<file path="config.mk">
export PLATFORM = sky130hd
export DESIGN_NAME = clk_period_monitor
export DESIGN_NICKNAME = d
export VERILOG_FILES = /design/src/rtl/clk_period_monitor.sv
export SDC_FILE = /design/constraint.sdc
export NUM_CORES = 1
export LEC_CHECK = 0
export CAP_MARGIN = 15
export CORE_ASPECT_RATIO = 1.2
export CORE_MARGIN = 4
export CORE_UTILIZATION = 35
export CTS_CLUSTER_SIZE = 30
export DETAILED_ROUTE_END_ITERATION = 8
export PLACE_DENSITY = 0.53
export SETUP_SLACK_MARGIN = 0.3
export SYNTH_ARGS = -nofsm -noshare
export SYNTH_HDL_FRONTEND = slang
export SYNTH_SLANG_ARGS = --single-unit
</file>
<file path="constraint.sdc">
create_clock -name Clk -period 2.6 [get_ports Clk]
set_clock_uncertainty 0.05 [all_clocks]
set_input_delay 0.78 -clock Clk [delete_from_list [all_inputs] [get_ports Clk]]
set_output_delay 0.78 -clock Clk [all_outputs]
set_load 0.02 [all_outputs]
</file>
<file path="src/rtl/clk_period_monitor.sv">
// clk_period_monitor: measures an asynchronous MonClk in Clk cycles, qualifies lock, flags faults.
// Latency: a MonClk rising edge is detected 2-3 Clk after it occurs; Period/PeriodVld follow one Clk later.
// Backpressure: none; PeriodVld is a free-running strobe. Optional min/max history: CLK_PERIOD_MONITOR_HIST_EN.
module clk_period_monitor #(
   parameter int CNT_W    = 16,
   parameter int PER_MIN  = 9,
   parameter int PER_MAX  = 11,
   parameter int LOCK_CNT = 4,
   parameter int TIMEOUT  = 1024
) (
   input  logic             Clk,
   input  logic             Rst,
   input  logic             En,
   input  logic             MonClk,
   input  logic             Clear,
   output logic [CNT_W-1:0] Period,
   output logic             PeriodVld,
   output logic             Locked,
   output logic             Fault,
`ifdef CLK_PERIOD_MONITOR_HIST_EN
   output logic             Timeout,
   output logic [CNT_W-1:0] PerMinSeen,
   output logic [CNT_W-1:0] PerMaxSeen
`else
   output logic             Timeout
`endif
);

   localparam int RUN_W = $clog2(LOCK_CNT + 1);
   localparam logic [CNT_W-1:0] CNT_ALL1 = {CNT_W{1'b1}};
   localparam logic [CNT_W-1:0] PMIN_V   = CNT_W'(PER_MIN);
   localparam logic [CNT_W-1:0] PMAX_V   = CNT_W'(PER_MAX);
   localparam logic [CNT_W-1:0] TMO_V    = CNT_W'(TIMEOUT);
   localparam logic [RUN_W-1:0] LOCK_V   = RUN_W'(LOCK_CNT);

   typedef enum logic [1:0] {
      ST_IDLE = 2'd0,
      ST_ARM  = 2'd1,
      ST_MEAS = 2'd2
   } state_t;

   state_t           state_q, state_d;

   logic             s1_q, s2_q, s3_q;
   logic             rise;

   logic [CNT_W-1:0] cnt_q, cnt_d;
   logic [CNT_W-1:0] idle_q, idle_d;
   logic [RUN_W-1:0] run_q, run_d;
   logic [CNT_W-1:0] period_q, period_d;
   logic             vld_q, vld_d;
   logic             locked_q, locked_d;
   logic             fault_q, fault_d;
   logic             tmo_q, tmo_d;

   logic [CNT_W-1:0] per_meas;
   logic             in_win;
   logic             meas_rise;
   logic             bad_ev;
   logic             tmo_ev;

   // Two-flop synchronizer for MonClk plus one delay flop for edge detection
   always_ff @(posedge Clk or posedge Rst) begin
      if (Rst) begin
         s1_q <= 1'b0;
         s2_q <= 1'b0;
         s3_q <= 1'b0;
      end else begin
         s1_q <= MonClk;
         s2_q <= s1_q;
         s3_q <= s2_q;
      end
   end

   assign rise = s2_q & ~s3_q;

   // Counter holds cycles since the last edge minus one, so the period is
   // counter+1; a saturated counter reports all-ones, which lands out of window.
   assign per_meas  = (cnt_q == CNT_ALL1) ? CNT_ALL1 : cnt_q + CNT_W'(1);
   assign in_win    = (per_meas >= PMIN_V) && (per_meas <= PMAX_V);
   assign meas_rise = En && (state_q == ST_MEAS) && rise;
   assign bad_ev    = meas_rise && !in_win;

   // A rise arriving in the same cycle as the timeout count wins over the timeout
   assign tmo_ev = En && !rise &&
                   (((state_q == ST_ARM)  && (idle_q == TMO_V)) ||
                    ((state_q == ST_MEAS) && (cnt_q  == TMO_V)));

   // State register
   always_ff @(posedge Clk or posedge Rst) begin
      if (Rst) state_q <= ST_IDLE;
      else     state_q <= state_d;
   end

   // Next-state logic: En low always returns to IDLE; timeouts fall back to ARM
   always_comb begin
      state_d = state_q;
      if (!En) begin
         state_d = ST_IDLE;
      end else begin
         case (state_q)
            ST_IDLE: state_d = ST_ARM;
            ST_ARM:  if (rise) state_d = ST_MEAS;
            ST_MEAS: if (tmo_ev) state_d = ST_ARM;
            default: state_d = ST_IDLE;
         endcase
      end
   end

   // Output/datapath next values: counters, period strobe, lock and sticky flags
   always_comb begin
      cnt_d    = '0;
      idle_d   = '0;
      run_d    = '0;
      period_d = period_q;
      vld_d    = 1'b0;
      locked_d = 1'b0;
      if (En) begin
         case (state_q)
            ST_ARM: begin
               // first edge only starts the measurement, no strobe
               if (!rise && !tmo_ev) idle_d = idle_q + CNT_W'(1);
            end
            ST_MEAS: begin
               run_d = run_q;
               if (rise) begin
                  period_d = per_meas;
                  vld_d    = 1'b1;
                  if (in_win) run_d = (run_q == LOCK_V) ? run_q : run_q + RUN_W'(1);
                  else        run_d = '0;
               end else if (tmo_ev) begin
                  run_d = '0;
               end else begin
                  cnt_d = (cnt_q == CNT_ALL1) ? cnt_q : cnt_q + CNT_W'(1);
               end
               // lock follows one cycle after the run count reaches its target
               locked_d = (run_q == LOCK_V) && !bad_ev && !tmo_ev;
            end
            default: begin
               run_d = '0;
            end
         endcase
      end

      // new fault events beat a coincident Clear
      if (bad_ev || tmo_ev) fault_d = 1'b1;
      else if (Clear)       fault_d = 1'b0;
      else                  fault_d = fault_q;

      if (tmo_ev)      tmo_d = 1'b1;
      else if (Clear)  tmo_d = 1'b0;
      else             tmo_d = tmo_q;
   end

   // Datapath registers
   always_ff @(posedge Clk or posedge Rst) begin
      if (Rst) begin
         cnt_q    <= '0;
         idle_q   <= '0;
         run_q    <= '0;
         period_q <= '0;
         vld_q    <= 1'b0;
         locked_q <= 1'b0;
         fault_q  <= 1'b0;
         tmo_q    <= 1'b0;
      end else begin
         cnt_q    <= cnt_d;
         idle_q   <= idle_d;
         run_q    <= run_d;
         period_q <= period_d;
         vld_q    <= vld_d;
         locked_q <= locked_d;
         fault_q  <= fault_d;
         tmo_q    <= tmo_d;
      end
   end

   assign Period    = period_q;
   assign PeriodVld = vld_q;
   assign Locked    = locked_q;
   assign Fault     = fault_q;
   assign Timeout   = tmo_q;

`ifdef CLK_PERIOD_MONITOR_HIST_EN
   logic [CNT_W-1:0] min_q, min_d;
   logic [CNT_W-1:0] max_q, max_d;

   // Clear restarts the history, then any period reported in the same cycle is folded in
   always_comb begin
      min_d = Clear ? CNT_ALL1 : min_q;
      max_d = Clear ? '0       : max_q;
      if (vld_d) begin
         if (period_d < min_d) min_d = period_d;
         if (period_d > max_d) max_d = period_d;
      end
   end

   // History registers; reset to the empty-history values
   always_ff @(posedge Clk or posedge Rst) begin
      if (Rst) begin
         min_q <= CNT_ALL1;
         max_q <= '0;
      end else begin
         min_q <= min_d;
         max_q <= max_d;
      end
   end

   assign PerMinSeen = min_q;
   assign PerMaxSeen = max_q;
`endif

endmodule

</file>
==> flow_metrics.py, run 1 <==
metrics = {
    "run_status": {
        "outcome": "completed",
    },
    "synth": {
        "yosysSeqAreaShare_pct": 49.5,
        "synthAdderAreaFrac_pct": 2.47,
        "synth_warnings": 0,
        "avgSynthCellArea_um2": 9.23,
        "async_reset_ff_share_pct": 100,
        "synth_xor_area_share_pct": 6.35,
        "ys.flop_type": "dfrtp_1",
        "synth_area_um2": 3040,
        "syn-num-nets": 340,
        "synth_edf_count": 0,
        "synth_compound_area_share_pct": 9.40,
        "synth-simple-area-share_pct": 27.8,
        "synthCells": 329,
        "ys_seq_elements": 60,
        "synthMuxAreaShare_pct": 0.701,
        "synth_top_family_by_area": "simple AND/OR/NAND/NOR gates",
        "ys_types": 51,
    },
    "power": {
        "totalPowerFinal_w": 0.00194,
        "static-leakage-power_nw": 1.53,
        "cellPowerDensity_nw_per_um2": 526,
        "ir_drop_mv": 0.250,
    },
    "timing": {
        "setup-tns-final_ns": 0,
        "layout_setup_ws_ns": 0.320,
        "final-max-slew-violation-count": 0,
        "relSlewSlack_pct": 67.5,
        "clock.fmax_mhz": 439,
        "period_needed_ns": 2.28,
        "fin_crit_sh_pct": 87.7,
        "final-setup-viol-count": 0,
        "tightest_slew_ns": 0.484,
        "hold_viol": 0,
        "rsz0062_at_grt": "true",
    },
    "critical_path": {
        "endpoint_kind": "flop",
        "critical_path_required_ns": 2.83,
        "crit_chain": "ha_4 -> or4b_1 -> nand2_1 -> o2111ai_2 -> nor4b_4 -> nand4_1 -> and3b_2 -> mux2_2",
        "path_class": "reg2reg",
        "cp_slowest_cell": "dfrtp_2",
        "cp.arrival_ns": 2.51,
        "start_kind": "flop",
        "max_stage_delay_ns": 0.47,
        "critPathMaxFanout": 7,
    },
    "placement": {
        "dp_hpwl_um": 4580,
        "port_buffers": 24,
        "gp_congestion": 0.834,
        "post-place-ws_ns": 0.0975,
    },
    "route": {
        "drc": 0,
        "post_drt_wl_per_cell_um": 13.8,
        "viasPerCell": 4.97,
        "finalWirelength_um": 6590,
        "drtIter0Drc": 116,
        "dr.pass1.iters": 4,
        "antenna_left": 0,
        "num_vias": 2364,
    },
    "cells_and_area": {
        "layout_commonest_cell": "dfrtp_1",
        "fin_nets": 369,
        "drive_above_1_share_pct": 13.0,
        "syn_to_final_growth_pct": 21.7,
        "final_cell_mix": "dfrtp_1, nor2_1, nand2_1",
        "diodes": 0,
    },
    "die": {
        "top_level_ports": 25,
        "die_area_um2": 10200,
        "rows": 36,
        "coreArea_um2": 8290,
        "die_h_um": 110,
        "die_w_um": 93.0,
        "start_util_pct": 36.6,
    },
    "global_route": {
        "track_usage_pct": 14.5,
        "grt_pass1_vias": 2398,
        "grt_overflow": 0,
        "antenna_found_initial": 0,
        "grt_max_degree": 61,
        "grt_pass1_wl_um": 11500,
    },
    "clocking": {
        "cts_tree": "built",
        "cts_root_buffer": "clkbuf_8",
        "clkLatencyLatePin_ns": 0.35,
        "clock_sinks": 60,
        "clk_pin_slew_ns": 0.06,
        "cts_made_buffers": 9,
        "htree_levels": 3,
        "clockBufferDepth": 2,
    },
    "flow_run": {
        "cap_violations": 0,
    },
    "hold_path": {
        "holdCritPathClass": "reg2reg",
    },
}
## registers in the layout (all words and copies together) (netlist names)
register   flops
Timeout        1
s3_q           1
Period        16
cnt_q         16
s1_q           1
Fault          1
PeriodVld      1
run_q          3
Locked         1
s2_q           1
state_q        2
idle_q        16
## metal layers
metal	routed length [um]	global-route usage, %
met5	0	0
met4	140	6.91
met3	265	4.01
met2	3020	22.9
met1	3160	18.5
## what timing repair did
action / CTS / global route
setup endpoints to repair: 5 / 12
gates resized for setup: 13 / 3
pin swaps: 2 / 2
buffers inserted: 0 / 0
hold buffers: 0 / 0
## metrics by stage
step	hold WS (ns)	cell area [um^2]	std cells	utilization, %
after floorplan	0.281	3040	329	-
after global placement	0.299	3440	461	41.5
after detailed placement	0.289	3440	461	41.5
after CTS	0.314	3680	476	44.4
after global routing	0.315	3690	476	44.6
final	0.310	3690	476	44.6
## final timing paths
check                                          start                      to  slack (ns)  depth (start not counted)
worst max-delay path            cnt_q[0]$_DFFE_PP0P_    run_q[0]$_DFFE_PP0P_        0.32                          8
worst min-delay path                  s1_q$_DFF_PP0_          s2_q$_DFF_PP0_        0.31                          0
worst max register to register  cnt_q[0]$_DFFE_PP0P_    run_q[0]$_DFFE_PP0P_        0.32                          8
worst min register to register        s1_q$_DFF_PP0_          s2_q$_DFF_PP0_        0.31                          0
max in group asynchronous                        Rst    cnt_q[7]$_DFFE_PP0P_        1.41                          3
min in group asynchronous                        Rst  state_q[1]$_DFFE_PP0P_        0.82                          3
## critical path, delay by kind of cell, from the launching register on
kind,cells,cell delay (ns)
AND/OR/NAND/NOR,5,1.24
flip-flops,1,0.47
adder cells (fa/ha/maj),1,0.20
multiplexers,1,0.14
AO/OA/AOI/OAI,1,0.12
## final cells by class
class | instances | area (um^2)
clock buffer | 14 | 173
clock inverter | 1 | 30.0
fill | 832 | 4590
inverter | 12 | 48.8
multi-input combinational | 241 | 1470
sequential | 60 | 1510
tap | 114 | 143
timing repair buffer | 34 | 328
## synth_stat cells (2+ instances only)
cell type / number / area (um^2)
nor2_1: 54 / 203
and4_1: 3 / 26.3
nor3_1: 7 / 35.0
nand4_1: 9 / 56.3
a31oi_1: 5 / 31.3
buf_2: 7 / 35.0
clkbuf_1: 8 / 30.0
and2_1: 2 / 12.5
o21a_1: 2 / 15.0
nand2_1: 36 / 135
o22ai_1: 2 / 12.5
nor2b_1: 4 / 25.0
nor4_1: 5 / 31.3
a21oi_1: 10 / 50.1
dfrtp_1: 60 / 1500
xnor2_1: 13 / 114
and3_1: 8 / 50.1
nand3_1: 19 / 95.1
xor2_1: 9 / 78.8
o21ai_0: 17 / 85.1
nand2b_1: 2 / 12.5
ha_1: 6 / 75.1
nor4b_1: 3 / 26.3
inv_1: 11 / 41.3
## kinds of logic (layout without fill, tap and decap cells)
logic type      count (synthesis)  in the layout
mux                             2              2
buf+inv                        28             61
fa+ha+maj                       6              6
xor+xnor                       22             22
flops                          60             60
compound gates                 47             47
simple gates                  164            164
## report_power, final
| group | internal [W] | total [W] | leakage (nW) | switching (W) |
|---|---|---|---|---|
| clock network | 0.000517 | 0.000872 | 0.103 | 0.000355 |
| logic | 0.0000441 | 0.000106 | 0.610 | 0.0000623 |
| registers | 0.000951 | 0.000963 | 0.817 | 0.0000119 |
No activity file was read; power rests on OpenSTA's default activity.
==> run 2: changes to the inputs <==
Settings changed: SETUP_SLACK_MARGIN 0.3 to 0.1.
Clock period 2.6 ns to 2.5 ns, I/O delays scaled along.
==> flow_metrics.py, run 2 (synthesis gave the netlist of run 1 again) <==
metrics = {
    "run_status": {
        "outcome": "completed",
    },
    "placement": {
        "port_buffers": 24,
        "post-place-ws_ns": 0.0955,
        "gp_congestion": 0.786,
        "dp_hpwl_um": 4680,
    },
    "clocking": {
        "clk_pin_slew_ns": 0.07,
        "clkLatencyLatePin_ns": 0.34,
        "clock_sinks": 60,
        "cts_tree": "built",
        "post_cts_buffers": 0,
        "htree_levels": 3,
        "cts_made_buffers": 9,
        "cts_root_buffer": "clkbuf_8",
        "cts_hold_buf": 0,
        "clockBufferDepth": 2,
    },
    "timing": {
        "tightest_slew_ns": 0.539,
        "layout_setup_ws_ns": 0.149,
        "fin_hold_ws_ns": 0.303,
        "setup-tns-final_ns": 0,
        "final-setup-viol-count": 0,
        "period_needed_ns": 2.35,
        "clock.fmax_mhz": 425,
        "final-max-slew-violation-count": 0,
        "rsz0062_at_grt": "true",
        "hold_viol": 0,
        "relSlewSlack_pct": 63.8,
        "fin_crit_sh_pct": 94.0,
    },
    "global_route": {
        "grt_max_degree": 35,
        "grt_pass1_vias": 2352,
        "grt_overflow": 0,
        "track_usage_pct": 14.2,
        "antenna_found_initial": 0,
        "grt_pass1_wl_um": 11400,
    },
    "power": {
        "cellPowerDensity_nw_per_um2": 556,
        "static-leakage-power_nw": 1.58,
        "ir_drop_mv": 0.279,
    },
    "cells_and_area": {
        "fin_nets": 376,
        "diodes": 0,
        "final_util_pct": 45.0,
        "fillers": 843,
        "final_cell_mix": "dfrtp_1, nor2_1, nand2_1",
        "layout_commonest_cell": "dfrtp_1",
        "syn_to_final_growth_pct": 22.9,
        "drive_above_1_share_pct": 13.5,
    },
    "hold_path": {
        "holdCritPathClass": "reg2reg",
    },
    "route": {
        "finalWirelength_um": 6690,
        "antenna_left": 0,
        "dr.pass1.iters": 4,
        "viasPerCell": 4.98,
        "drc": 0,
        "num_vias": 2412,
        "post_drt_wl_per_cell_um": 13.8,
        "drtIter0Drc": 114,
    },
    "die": {
        "start_util_pct": 36.6,
        "die_h_um": 110,
        "die_w_um": 93.0,
        "top_level_ports": 25,
        "die_area_um2": 10200,
        "rows": 36,
        "coreArea_um2": 8290,
    },
    "critical_path": {
        "cp.arrival_ns": 2.52,
        "path_class": "reg2reg",
        "max_stage_delay_ns": 0.46,
        "endpoint_kind": "flop",
        "cp_slowest_cell": "dfrtp_1",
        "critPathMaxFanout": 8,
        "worst-path-buf-inv": 0,
        "start_kind": "flop",
        "critical_path_required_ns": 2.67,
        "crit_chain": "nand2_1 -> nor4_4 -> mux2i_1 -> nor4b_4 -> nand4_1 -> and3b_2 -> mux2_2",
        "critPathTopFamily": "simple AND/OR/NAND/NOR gates",
    },
    "flow_run": {
        "cap_violations": 0,
    },
}
[run 2: cell count changes in the layout (fill, tap and decap cells not counted), sizes merged]
cell and delta:
buf +7, bufinv +1, clkbuf -3, clkinv +3
clkinvlp -1, inv +1
[run 2: report_power, final]
part           total (W)  leakage [nW]  internal, W  switching, W
sequential       0.00100         0.826     0.000989     0.0000128
clock           0.000961         0.113     0.000584      0.000377
combinational   0.000110         0.638    0.0000459     0.0000638
total            0.00207          1.58      0.00162      0.000454
[run 2: worst paths after layout]
check | from | end | slack [ns] | cells after the start
max reg2reg | cnt_q[4]$_DFFE_PP0P_ | run_q[0]$_DFFE_PP0P_ | 0.15 | 7
min reg2reg | s1_q$_DFF_PP0_ | s2_q$_DFF_PP0_ | 0.30 | 0
max | cnt_q[4]$_DFFE_PP0P_ | run_q[0]$_DFFE_PP0P_ | 0.15 | 7
max in group asynchronous | Rst | Fault$_DFFE_PP0P_ | 1.30 | 3
min in group asynchronous | Rst | Period[12]$_DFFE_PP0P_ | 0.74 | 3
min | s1_q$_DFF_PP0_ | s2_q$_DFF_PP0_ | 0.30 | 0
[run 2: per-layer routing]
| layer | track usage (%) | vias to the layer above | part of all wire (%) |
|---|---|---|---|
| met5 | 0 | - | 0 |
| met4 | 6.28 | 0 | 1.5 |
| met3 | 3.67 | 6 | 3.5 |
| met2 | 22.2 | 47 | 47 |
| met1 | 18.8 | 1153 | 49 |
| li1 | - | 1206 | - |
[run 2: through the flow]
stage / cell area (um^2) / total power [W] / instances
after detailed placement: 3480 / 0.00113 / 468
after global placement: 3480 / 0.00113 / 468
after CTS: 3700 / 0.00211 / 484
after floorplan: 3040 / 0.00108 / 329
after global routing: 3730 / 0.00217 / 484
final: 3730 / 0.00207 / 484
[run 2: area by class of cell]
cell class / instances / area (um^2) / area share (%)
Inverter: 12 / 45.0 / 1.21
Clock buffer: 11 / 141 / 3.79
Sequential cell: 60 / 1500 / 40.3
Multi-Input combinational cell: 241 / 1460 / 39.0
Tap cell: 114 / 143 / 3.82
Clock inverter: 5 / 75.1 / 2.01
Timing Repair Buffer: 41 / 368 / 9.86
[run 2: what timing repair did]
action,in CTS,in global routing
pin swaps,2,0
setup endpoints to repair,1,4
gates resized for setup,3,6
==> run 3: changes to the inputs <==
Settings changed: GPL_TIMING_DRIVEN set to 1.
==> results of run 3 <==
No change in the layout: final DEF, timing and power equal those of run 2.
